`config.mk`:
```
export PLATFORM = sky130hd
export DESIGN_NAME = mul4su_rr_sched_flat
export DESIGN_NICKNAME = d
export VERILOG_FILES = /design/src/rtl/mul4su_rr_sched_pkg.sv /design/src/rtl/mul4su_rr_sched_if.sv /design/src/rtl/mul4su_rr_sched_arb.sv /design/src/rtl/mul4su_rr_sched_core.sv /design/src/rtl/mul4su_rr_sched.sv /design/src/flat_wrapper.sv
export SDC_FILE = /design/constraint.sdc
export NUM_CORES = 1
export LEC_CHECK = 0
export BUFFER_PORTS_ARGS = -buffer_cell sky130_fd_sc_hd__buf_4
export CELL_PAD_IN_SITES_DETAIL_PLACEMENT = 1
export CELL_PAD_IN_SITES_GLOBAL_PLACEMENT = 2
export CORE_MARGIN = 3
export CORE_UTILIZATION = 33
export DETAILED_ROUTE_END_ITERATION = 7
export PLACE_DENSITY = 0.88
export SLEW_MARGIN = 10
export SYNTH_ARGS = -nofsm -noshare
export SYNTH_HDL_FRONTEND = slang
export SYNTH_SLANG_ARGS = --single-unit
export TNS_END_PERCENT = 20
```
`constraint.sdc`:
```
create_clock -name clk -period 11.22 [get_ports clk]
set_input_delay 2.244 -clock clk [delete_from_list [all_inputs] [get_ports clk]]
set_output_delay 2.244 -clock clk [all_outputs]
set_load 0.005 [all_outputs]
```
`src/rtl/mul4su_rr_sched_pkg.sv`:
```
// Shared types and helpers for the shared 4x4 signed x unsigned multiplier scheduler.
package mul4su_pkg;
    localparam int OPW      = 4;
    localparam int PRODW    = 8;
    localparam int NREQ_MAX = 8;

    typedef logic [OPW-1:0]          op_t;
    typedef logic signed [PRODW-1:0] prod_t;

    // Lanes above the real lane count are passed in as zero, so wrapping modulo
    // NREQ_MAX gives the same search order as wrapping modulo the real count.
    function automatic logic [2:0] rr_pick(input logic [NREQ_MAX-1:0] valid,
                                           input logic [2:0]          ptr);
        logic [2:0] idx;
        logic [2:0] win;
        logic       found;
        win   = '0;
        found = 1'b0;
        for (int k = 0; k < NREQ_MAX; k++) begin
            idx = ptr + 3'(k);
            if (!found && valid[idx]) begin
                win   = idx;
                found = 1'b1;
            end
        end
        return win;
    endfunction
endpackage

```
`src/rtl/mul4su_rr_sched_if.sv`:
```
// Requester / response bundle between the PE lanes and the shared multiplier scheduler.
interface mul4su_rr_sched_if #(
    parameter int NREQ = 4,
    parameter int IDW  = 2,
    parameter int CNTW = 16
);
    import mul4su_pkg::*;

    logic [NREQ-1:0]          req_valid;
    logic [NREQ-1:0]          req_ready;
    logic [NREQ-1:0][OPW-1:0] req_s;
    logic [NREQ-1:0][OPW-1:0] req_u;
    logic                     rsp_valid;
    logic                     rsp_ready;
    prod_t                    rsp_prod;
    logic [IDW-1:0]           rsp_id;
    logic [CNTW-1:0]          op_cnt;

    modport master (
        output req_valid, req_s, req_u, rsp_ready,
        input  req_ready, rsp_valid, rsp_prod, rsp_id, op_cnt
    );

    modport slave (
        input  req_valid, req_s, req_u, rsp_ready,
        output req_ready, rsp_valid, rsp_prod, rsp_id, op_cnt
    );
endinterface

```
`src/rtl/mul4su_rr_sched_arb.sv`:
```
// rr_arb_n: combinational round-robin picker, one-hot grant starting the search at ptr.
module rr_arb_n
    import mul4su_pkg::*;
#(
    parameter int NREQ = 4,
    parameter int IDW  = 2
)(
    input  logic [NREQ-1:0] i_req,
    input  logic [IDW-1:0]  i_ptr,
    input  logic            i_en,
    output logic [NREQ-1:0] o_gnt,
    output logic [IDW-1:0]  o_gnt_id,
    output logic            o_any
);
    logic [NREQ_MAX-1:0] w_req_pad;
    logic [2:0]          w_win;

    assign w_req_pad = NREQ_MAX'(i_req);
    assign w_win     = rr_pick(w_req_pad, 3'(i_ptr));
    assign o_gnt_id  = IDW'(w_win);
    assign o_any     = |i_req;
    assign o_gnt     = (i_en && o_any) ? (NREQ'(1) << o_gnt_id) : '0;
endmodule

```
`src/rtl/mul4su_rr_sched_core.sv`:
```
// RM4su10: exact 4x4 signed x unsigned multiplier, shift-add over the unsigned operand.
module RM4su10
    import mul4su_pkg::*;
(
    input  op_t   i_s,
    input  op_t   i_u,
    output prod_t o_prod
);
    logic [PRODW-1:0] w_s_ext;
    logic [PRODW-1:0] w_acc;

    assign w_s_ext = {{(PRODW-OPW){i_s[OPW-1]}}, i_s};

    // Modulo-256 accumulation is exact because the true product fits in 8 signed bits.
    always_comb begin
        w_acc = '0;
        for (int i = 0; i < OPW; i++) begin
            if (i_u[i]) w_acc = w_acc + (w_s_ext << i);
        end
    end

    assign o_prod = $signed(w_acc);
endmodule

```
`src/rtl/mul4su_rr_sched.sv`:
```
// Shares one RM4su10 among NREQ requesters; round-robin grant into a single response slot.
module mul4su_rr_sched
    import mul4su_pkg::*;
#(
    parameter int NREQ = 4,
    parameter int IDW  = 2,
    parameter int CNTW = 16
)(
    input logic                clk,
    input logic                rst,
    mul4su_rr_sched_if.slave   bus
);
    logic            r_rsp_valid;
    prod_t           r_rsp_prod;
    logic [IDW-1:0]  r_rsp_id;
    logic [CNTW-1:0] r_op_cnt;
    logic [IDW-1:0]  r_rr_ptr;

    logic            w_slot_free;
    logic            w_en;
    logic [NREQ-1:0] w_gnt;
    logic [IDW-1:0]  w_gnt_id;
    logic            w_any;
    logic            w_accept;
    op_t             w_s;
    op_t             w_u;
    prod_t           w_prod;

    // Grants are masked during reset so no lane sees a handshake that gets discarded.
    assign w_slot_free = !r_rsp_valid || bus.rsp_ready;
    assign w_en        = w_slot_free && !rst;

    rr_arb_n #(.NREQ(NREQ), .IDW(IDW)) u_arb (
        .i_req    (bus.req_valid),
        .i_ptr    (r_rr_ptr),
        .i_en     (w_en),
        .o_gnt    (w_gnt),
        .o_gnt_id (w_gnt_id),
        .o_any    (w_any)
    );

    assign w_accept = w_any && w_en;
    assign w_s      = bus.req_s[w_gnt_id];
    assign w_u      = bus.req_u[w_gnt_id];

    RM4su10 u_core (
        .i_s    (w_s),
        .i_u    (w_u),
        .o_prod (w_prod)
    );

    always_ff @(posedge clk) begin
        if (rst) begin
            r_rsp_valid <= 1'b0;
            r_rsp_prod  <= '0;
            r_rsp_id    <= '0;
            r_op_cnt    <= '0;
            r_rr_ptr    <= '0;
        end else if (w_accept) begin
            r_rsp_valid <= 1'b1;
            r_rsp_prod  <= w_prod;
            r_rsp_id    <= w_gnt_id;
            r_op_cnt    <= r_op_cnt + CNTW'(1);
            r_rr_ptr    <= (w_gnt_id == IDW'(NREQ-1)) ? '0 : w_gnt_id + IDW'(1);
        end else if (bus.rsp_ready) begin
            r_rsp_valid <= 1'b0;
        end
    end

    assign bus.req_ready = w_gnt;
    assign bus.rsp_valid = r_rsp_valid;
    assign bus.rsp_prod  = r_rsp_prod;
    assign bus.rsp_id    = r_rsp_id;
    assign bus.op_cnt    = r_op_cnt;
endmodule

```
`src/flat_wrapper.sv`:
```
// flat-port wrapper written by rule: the top's interface ports become plain ports
module mul4su_rr_sched_flat import mul4su_pkg::*;
#(
    parameter int NREQ = 4,
    parameter int IDW  = 2,
    parameter int CNTW = 16
)
  (clk, rst, bus_req_valid, bus_req_s, bus_req_u, bus_rsp_ready, bus_req_ready, bus_rsp_valid, bus_rsp_prod, bus_rsp_id, bus_op_cnt);
  mul4su_rr_sched_if #(.NREQ(NREQ), .IDW(IDW), .CNTW(CNTW)) bus_i ();
  input logic clk;
  input logic rst;
  input wire logic [$bits(bus_i.req_valid)-1:0] bus_req_valid;
  input wire logic [$bits(bus_i.req_s)-1:0] bus_req_s;
  input wire logic [$bits(bus_i.req_u)-1:0] bus_req_u;
  input wire logic [$bits(bus_i.rsp_ready)-1:0] bus_rsp_ready;
  output wire logic [$bits(bus_i.req_ready)-1:0] bus_req_ready;
  output wire logic [$bits(bus_i.rsp_valid)-1:0] bus_rsp_valid;
  output wire logic [$bits(bus_i.rsp_prod)-1:0] bus_rsp_prod;
  output wire logic [$bits(bus_i.rsp_id)-1:0] bus_rsp_id;
  output wire logic [$bits(bus_i.op_cnt)-1:0] bus_op_cnt;
  assign bus_i.req_valid = bus_req_valid;
  assign bus_i.req_s = bus_req_s;
  assign bus_i.req_u = bus_req_u;
  assign bus_i.rsp_ready = bus_rsp_ready;
  assign bus_req_ready = bus_i.req_ready;
  assign bus_rsp_valid = bus_i.rsp_valid;
  assign bus_rsp_prod = bus_i.rsp_prod;
  assign bus_rsp_id = bus_i.rsp_id;
  assign bus_op_cnt = bus_i.op_cnt;
  mul4su_rr_sched #(.NREQ(NREQ), .IDW(IDW), .CNTW(CNTW)) u_core (.clk(clk), .rst(rst), .bus(bus_i));
endmodule
```
**Word-level counts from Yosys, hierarchy flattened**

Cells that the tools add are included.

- Add/sub/neg operators: 12
- Order comparisons: 9
- Equality and inequality tests: 1
- Shift operators: 1
- Mux-type cells: 43
- Reductions and logical operators: 21

Operator list:

| cell | count |
|---|---|
| $mux 8 | 4 |
| $lt 3x4->1 const B | 7 |
| $add 8x8->8 | 3 |
| $bmux 1 s3 | 7 |
| $mux 2 | 9 |
| $mux 1 | 17 |
| $add 16x1->16 const B | 1 |
| $bmux 4 s2 | 2 |
| $add 2x3->3 const B | 4 |
| $mux 4 | 3 |
| $logic_and 1x1->1 | 9 |
| $logic_not 1->1 | 9 |
| $add 2x2->3 const B | 2 |
| $lt 2x4->1 const B | 1 |
| $reduce_or 4->1 | 1 |
| $shl 1x2->4 const A | 1 |
| $add 2x1->3 const B | 1 |
| $lt 2x3->1 const B | 1 |
| $add 2x1->2 const B | 1 |
| $bmux 1 s2 | 1 |
| $eq 2x2->1 const B | 1 |
| $reduce_bool 2->1 | 1 |
| $logic_or 1x1->1 | 1 |

- Bits in registers: 29
- Input port bits: 39
- Output and inout bits: 31
- Word-level logic and storage cells: 92

**Depth between registers and ports, before layout**

- Word-level depth: 33
- Depth in mapped cells: 35
- Gate-level depth less buffers: 31

**Modules after synthesis**

Synthesis repeated with hierarchy kept, for this count alone.

- Cell total of the unflattened synthesis: 289
- Area total of the unflattened synthesis: 2544.9 um^2

Modules (own cells, without submodules):

| module | instances | cells each | area an instance (um^2) | sequential area each (um^2) |
|---|---|---|---|---|
| mul4su_rr_sched | 1 | 158 | 1423.9 | 580.6 |
| RM4su10 | 1 | 81 | 690.7 | 0.0 |
| rr_arb_n | 1 | 50 | 430.4 | 0.0 |

**Worst setup path before layout**

Ideal clock, no wire load.

- Kind: input -> register
- Start point: input bus_req_valid[2]
- End point: register u_core.r_rsp_prod[7], in the netlist u_core.bus.rsp_prod[7]
- Library setup time: 74 ps
- Arrival time: 7763 ps
- Data required time: 11146 ps
- Path slack: 3383 ps
- Stages: 31
- Buffers on the path: 3
- Path through: buf_6 > mux4_2 > or3_1 > nor3_2 > o32ai_1 > buf_6 > buf_4 > inv_1 > nand2_1 > a31oi_1 > and2_1 > ha_1 > inv_1 > fa_1 > nand2b_1 > nand3_1 > o21ai_1 > ha_1 > a21o_1 > a21oi_1 > xnor2_1 > nand2_1 > o31ai_1 > ha_1 > nor2b_1 > o21ai_0 > and2_1 > nand3_1 > a2111oi_0 > a311oi_1 > a31oi_1

- Longest elaborated chain between the ends: 33
- Elaborated cells on any way between the ends: 58
- Those cells by class: add/sub (3); mux (39); reduce/logical (16)

Ends and longest elaborated chain:

| item | line | text |
|---|---|---|
| from (decl) | flat_wrapper.sv:12 | `input wire logic [$bits(bus_i.req_valid)-1:0] bus_req_valid;` |
| $bmux 1 s2 | mul4su_rr_sched_pkg.sv:21 | `if (!found && valid[idx]) begin` |
| $mux 1 (not written as such) | mul4su_rr_sched_pkg.sv:21 |  |
| $mux 1 | mul4su_rr_sched_pkg.sv:21 |  |
| $logic_not 1->1 | mul4su_rr_sched_pkg.sv:21 |  |
| $logic_and 1x1->1 | mul4su_rr_sched_pkg.sv:21 |  |
| $mux 1 | mul4su_rr_sched_pkg.sv:21 |  |
| $logic_not 1->1 | mul4su_rr_sched_pkg.sv:21 |  |
| $logic_and 1x1->1 | mul4su_rr_sched_pkg.sv:21 |  |
| [... 16 more ...] | -- |  |
| via u_core.u_arb.o_gnt_id[0] | mul4su_rr_sched_arb.sv:12 | `output logic [IDW-1:0] o_gnt_id,` |
| [... 1 more ...] | -- |  |
| $mux 4, on equally long branches | mul4su_rr_sched.sv:43, mul4su_rr_sched.sv:44 |  |
| $mux 8 | mul4su_rr_sched_core.sv:18 | `if (i_u[i]) w_acc = w_acc + (w_s_ext << i);` |
| $add 8x8->8 | mul4su_rr_sched_core.sv:18 |  |
| $mux 8 | mul4su_rr_sched_core.sv:18 |  |
| $add 8x8->8 | mul4su_rr_sched_core.sv:18 |  |
| $mux 8 | mul4su_rr_sched_core.sv:18 |  |
| $add 8x8->8 | mul4su_rr_sched_core.sv:18 |  |
| $mux 8 (*) | mul4su_rr_sched_core.sv:18 |  |
| to (signal assigned) | mul4su_rr_sched.sv:61 | `r_rsp_prod <= w_prod;` |
| to (decl) | mul4su_rr_sched.sv:14 | `prod_t r_rsp_prod;` |

The timed path passes the listed nets; every way through them passes the cells marked *. The select of a mux whose other input is x is not followed.
A chain may end at the register's enable or synchronous reset.

**Worst setup path after layout**

- Start point: input bus_req_valid[0]
- End point: register u_core.r_rsp_prod[7], in the netlist u_core.bus.rsp_prod[7]

The elaborated chain is that of the path after synthesis.

==> impl_metrics.tcl <==
set metrics [dict create \
    status "completed" \
    finalSetupViolations 0 \
    synth.area.top_cells "dfxtp_1, ha_1, mux2i_1, a21oi_1, nand2_1" \
    synth_top_area_share_pct 22.5 \
    wirelength_mm 7.32 \
    yosysWarnings 0 \
    finalMaxSlewViolations 0 \
    cts_made_buffers 5 \
    final_cell_area_um2 3300 \
    cts.sinks 29 \
    synth_top_cell_by_area "dfxtp_1" \
    min_from "u_core.bus.rsp_prod[0]" \
    grt_use_total_pct 17.0 \
    die_area_um2 8930 \
    grt_max_degree 25 \
    rsz0062_at_grt "false" \
    synth_edf_count 0 \
    core-area_um2 7410 \
    syn-num-nets 381 \
    vias_per_cell 5.21 \
    critPathMostFrequentCell "ha_1" \
    clockBufferDepth 2 \
    wire_per_inst_um 15.1 \
    synth_area_um2 2580 \
    seq_power_share_pct 11.6 \
    p_leak_nw 1.49 \
    required_ns 11.41 \
    multi_input_area_um2 1870 \
    drt_iter0_drc 94 \
    ant_nets 0 \
    cts_hold_buf 0 \
    worst-path-buf-inv 3 \
    post-cts-setup-buffers 0 \
    crit_path_start_kind "input port" \
    cts_resized 0 \
    ios 70 \
    cp.depth 28 \
    peakVddDrop_mv 0.173 \
    htreeDepth 2 \
    vias 2529 \
    die_w_um 94.5 \
    ys_top_cells_by_count "nand2_1, dfxtp_1, nor2_1" \
    timing.final.crit_share_pct 76.9 \
    cp.arrival_ns 8.82 \
    cp-startpoint "bus_req_valid[0]" \
    hpwl_mm 5.82 \
    power.switching_mw 0.579 \
    ys_types 52 \
    cts_root_buf "clkbuf_8" \
    cts.clk_slew.worst_paths_ns 0.06 \
    powerDensity_nw_per_um2 360 \
    die_h_um 94.5 \
    async_reset_ff_share_pct 0 \
    min_path_type "reg2reg" \
    p_int_mw 0.609 \
    ff2ff_path_depth 29 \
    drv_cap 0 \
    num_rows 31 \
    clk_latency_ns 0.27 \
    regArea_um2 581 \
    overflow 0 \
    relSlewSlack_pct 26.1 \
    hold_viol 0 \
    p_sw_share_pct 48.7 \
    yosysSeqAreaShare_pct 22.5 \
    drc 0 \
    reg2reg_from "u_core.r_rr_ptr[0]" \
    min_period_ns 8.63 \
    path_delay_family "compound AO/OA/AOI/OAI gates" \
    syn_area_per_cell_um2 8.08 \
    p_clk_share_pct 9.4 \
    worst_pin_slew_ns 1.10 \
    p_comb_share_pct 79.1 \
    yosysMostFrequentCell "nand2_1" \
    path_max_fanout 13 \
    drive_above_1_share_pct 24.6 \
    fin_nets 446 \
    ys_ff_latch 29 \
    fin_skew_ns 0.00782 \
    gp_congestion 0.822 \
    path_class "in2reg" \
    initial_core_util_pct 34.9 \
    dpl_cell_area_um2 3180 \
    diodes 0 \
    holdPathStages 2 \
    end_kind "flip-flop" \
    syn_inst 320 \
    fillCellCount 922 \
    setup_tns_ns 0 \
    drt_pass1_iterations 4 \
    antenna_found_initial 0 \
    ys.flop_type "dfxtp_1" \
    worst_path_largest_cell_delay_ns 1.02 \
    max_freq_mhz 116 \
    grt_pass1_wl_mm 12.5 \
    grt_pass1_vias 2596 \
    slowest_stage "o41ai_4" \
    port-buffer-count 69 \
    area_delta_synth_final_pct 27.7 \
    cts_tree "yes" \
]
## path summary, 6_finish.rpt
kind / to / slack [ns]
max: u_core.bus.rsp_prod[7] / 2.59
min: u_core.bus.rsp_prod[0] / 0.47
max reg2reg: u_core.bus.rsp_prod[7] / 3.31
min reg2reg: u_core.bus.rsp_prod[0] / 0.47
## power by group through the flow
| stage | registers (mW) | logic, mW | clock network (mW) |
|---|---|---|---|
| CTS | 0.138 | 0.952 | 0.113 |
| global placement | 0.139 | 0.921 | 0 |
| detailed placement | 0.140 | 0.945 | 0 |
| finish | 0.137 | 0.940 | 0.111 |
| floorplan | 0.136 | 0.735 | 0 |
| global route | 0.140 | 1.08 | 0.120 |
## kinds of logic (layout without fill, tap and decap cells)
group / Yosys count / in the layout / share of synthesized area, %
AND/OR/NAND/NOR: 119 / 119 / 22.4
adder cells (fa/ha/maj): 22 / 22 / 11.5
multiplexers: 29 / 29 / 13.9
AO/OA/AOI/OAI: 73 / 73 / 18.2
buffers and inverters: 32 / 98 / 6.05
flip-flops: 29 / 29 / 22.5
XOR/XNOR: 16 / 16 / 5.42
## final cells by class
class	instances	share of cell area (%)
Tap cell	99	3.75
Inverter	18	2.05
Timing Repair Buffer	72	16.4
Sequential cell	29	17.6
Clock inverter	1	0.910
Clock buffer	7	2.62
Multi-Input combinational cell	259	56.7
## per-stage QoR
stage | hold WS, ns | std cells | util [%] | power (mW) | setup slack [ns]
2_1_floorplan | 0.448 | 320 | - | 0.871 | 3.38
6_report | 0.475 | 485 | 44.6 | 1.19 | 2.59
3_5_place_dp | 0.464 | 477 | 43.0 | 1.08 | 2.28
5_1_grt | 0.489 | 485 | 44.6 | 1.34 | 1.89
4_1_cts | 0.477 | 485 | 44.6 | 1.20 | 2.54
3_3_place_gp | 0.441 | 477 | 43.0 | 1.06 | 2.53
## tightest hold or removal path, stage by stage (launching register included)
cell,delay [ns]
dfxtp_1,0.32
nand2_1,0.06
a21oi_1,0.05
## flip-flops by register name, indices dropped and copies added, names as in the netlist
name,flops
u_core.bus.op_cnt,16
u_core.bus.rsp_prod,8
u_core.r_rr_ptr,2
u_core.bus.rsp_valid,1
u_core.bus.rsp_id,2
## metal layers
layer	part of all wire [%]	up-vias	global-route usage [%]	wire, um
li1	-	1264	-	-
met5	0	-	0	0
met4	0.19	0	2.52	14
met2	54	29	32.4	3950
met1	43	1234	21.0	3180
met3	2.5	2	1.67	180
## placed cells by master (no fill, tap or decap), drive strengths merged, types with 4 or more instances in the layout
cell type  synthesis  final
nand2b             8      8
nand3             17     17
xnor2              4      4
or3                5      5
nand2             30     30
dfxtp             29     29
nor2              28     28
buf                8     72
o31ai              5      5
nor2b              7      7
xor2              12     12
o21ai             18     18
clkbuf             6      7
and3               4      4
ha                19     19
nor3               4      4
inv               17     17
a21o               5      5
a21oi             24     24
mux2i             24     24
and2               7      7
Note: power is estimated with default switching activity, not from simulation.
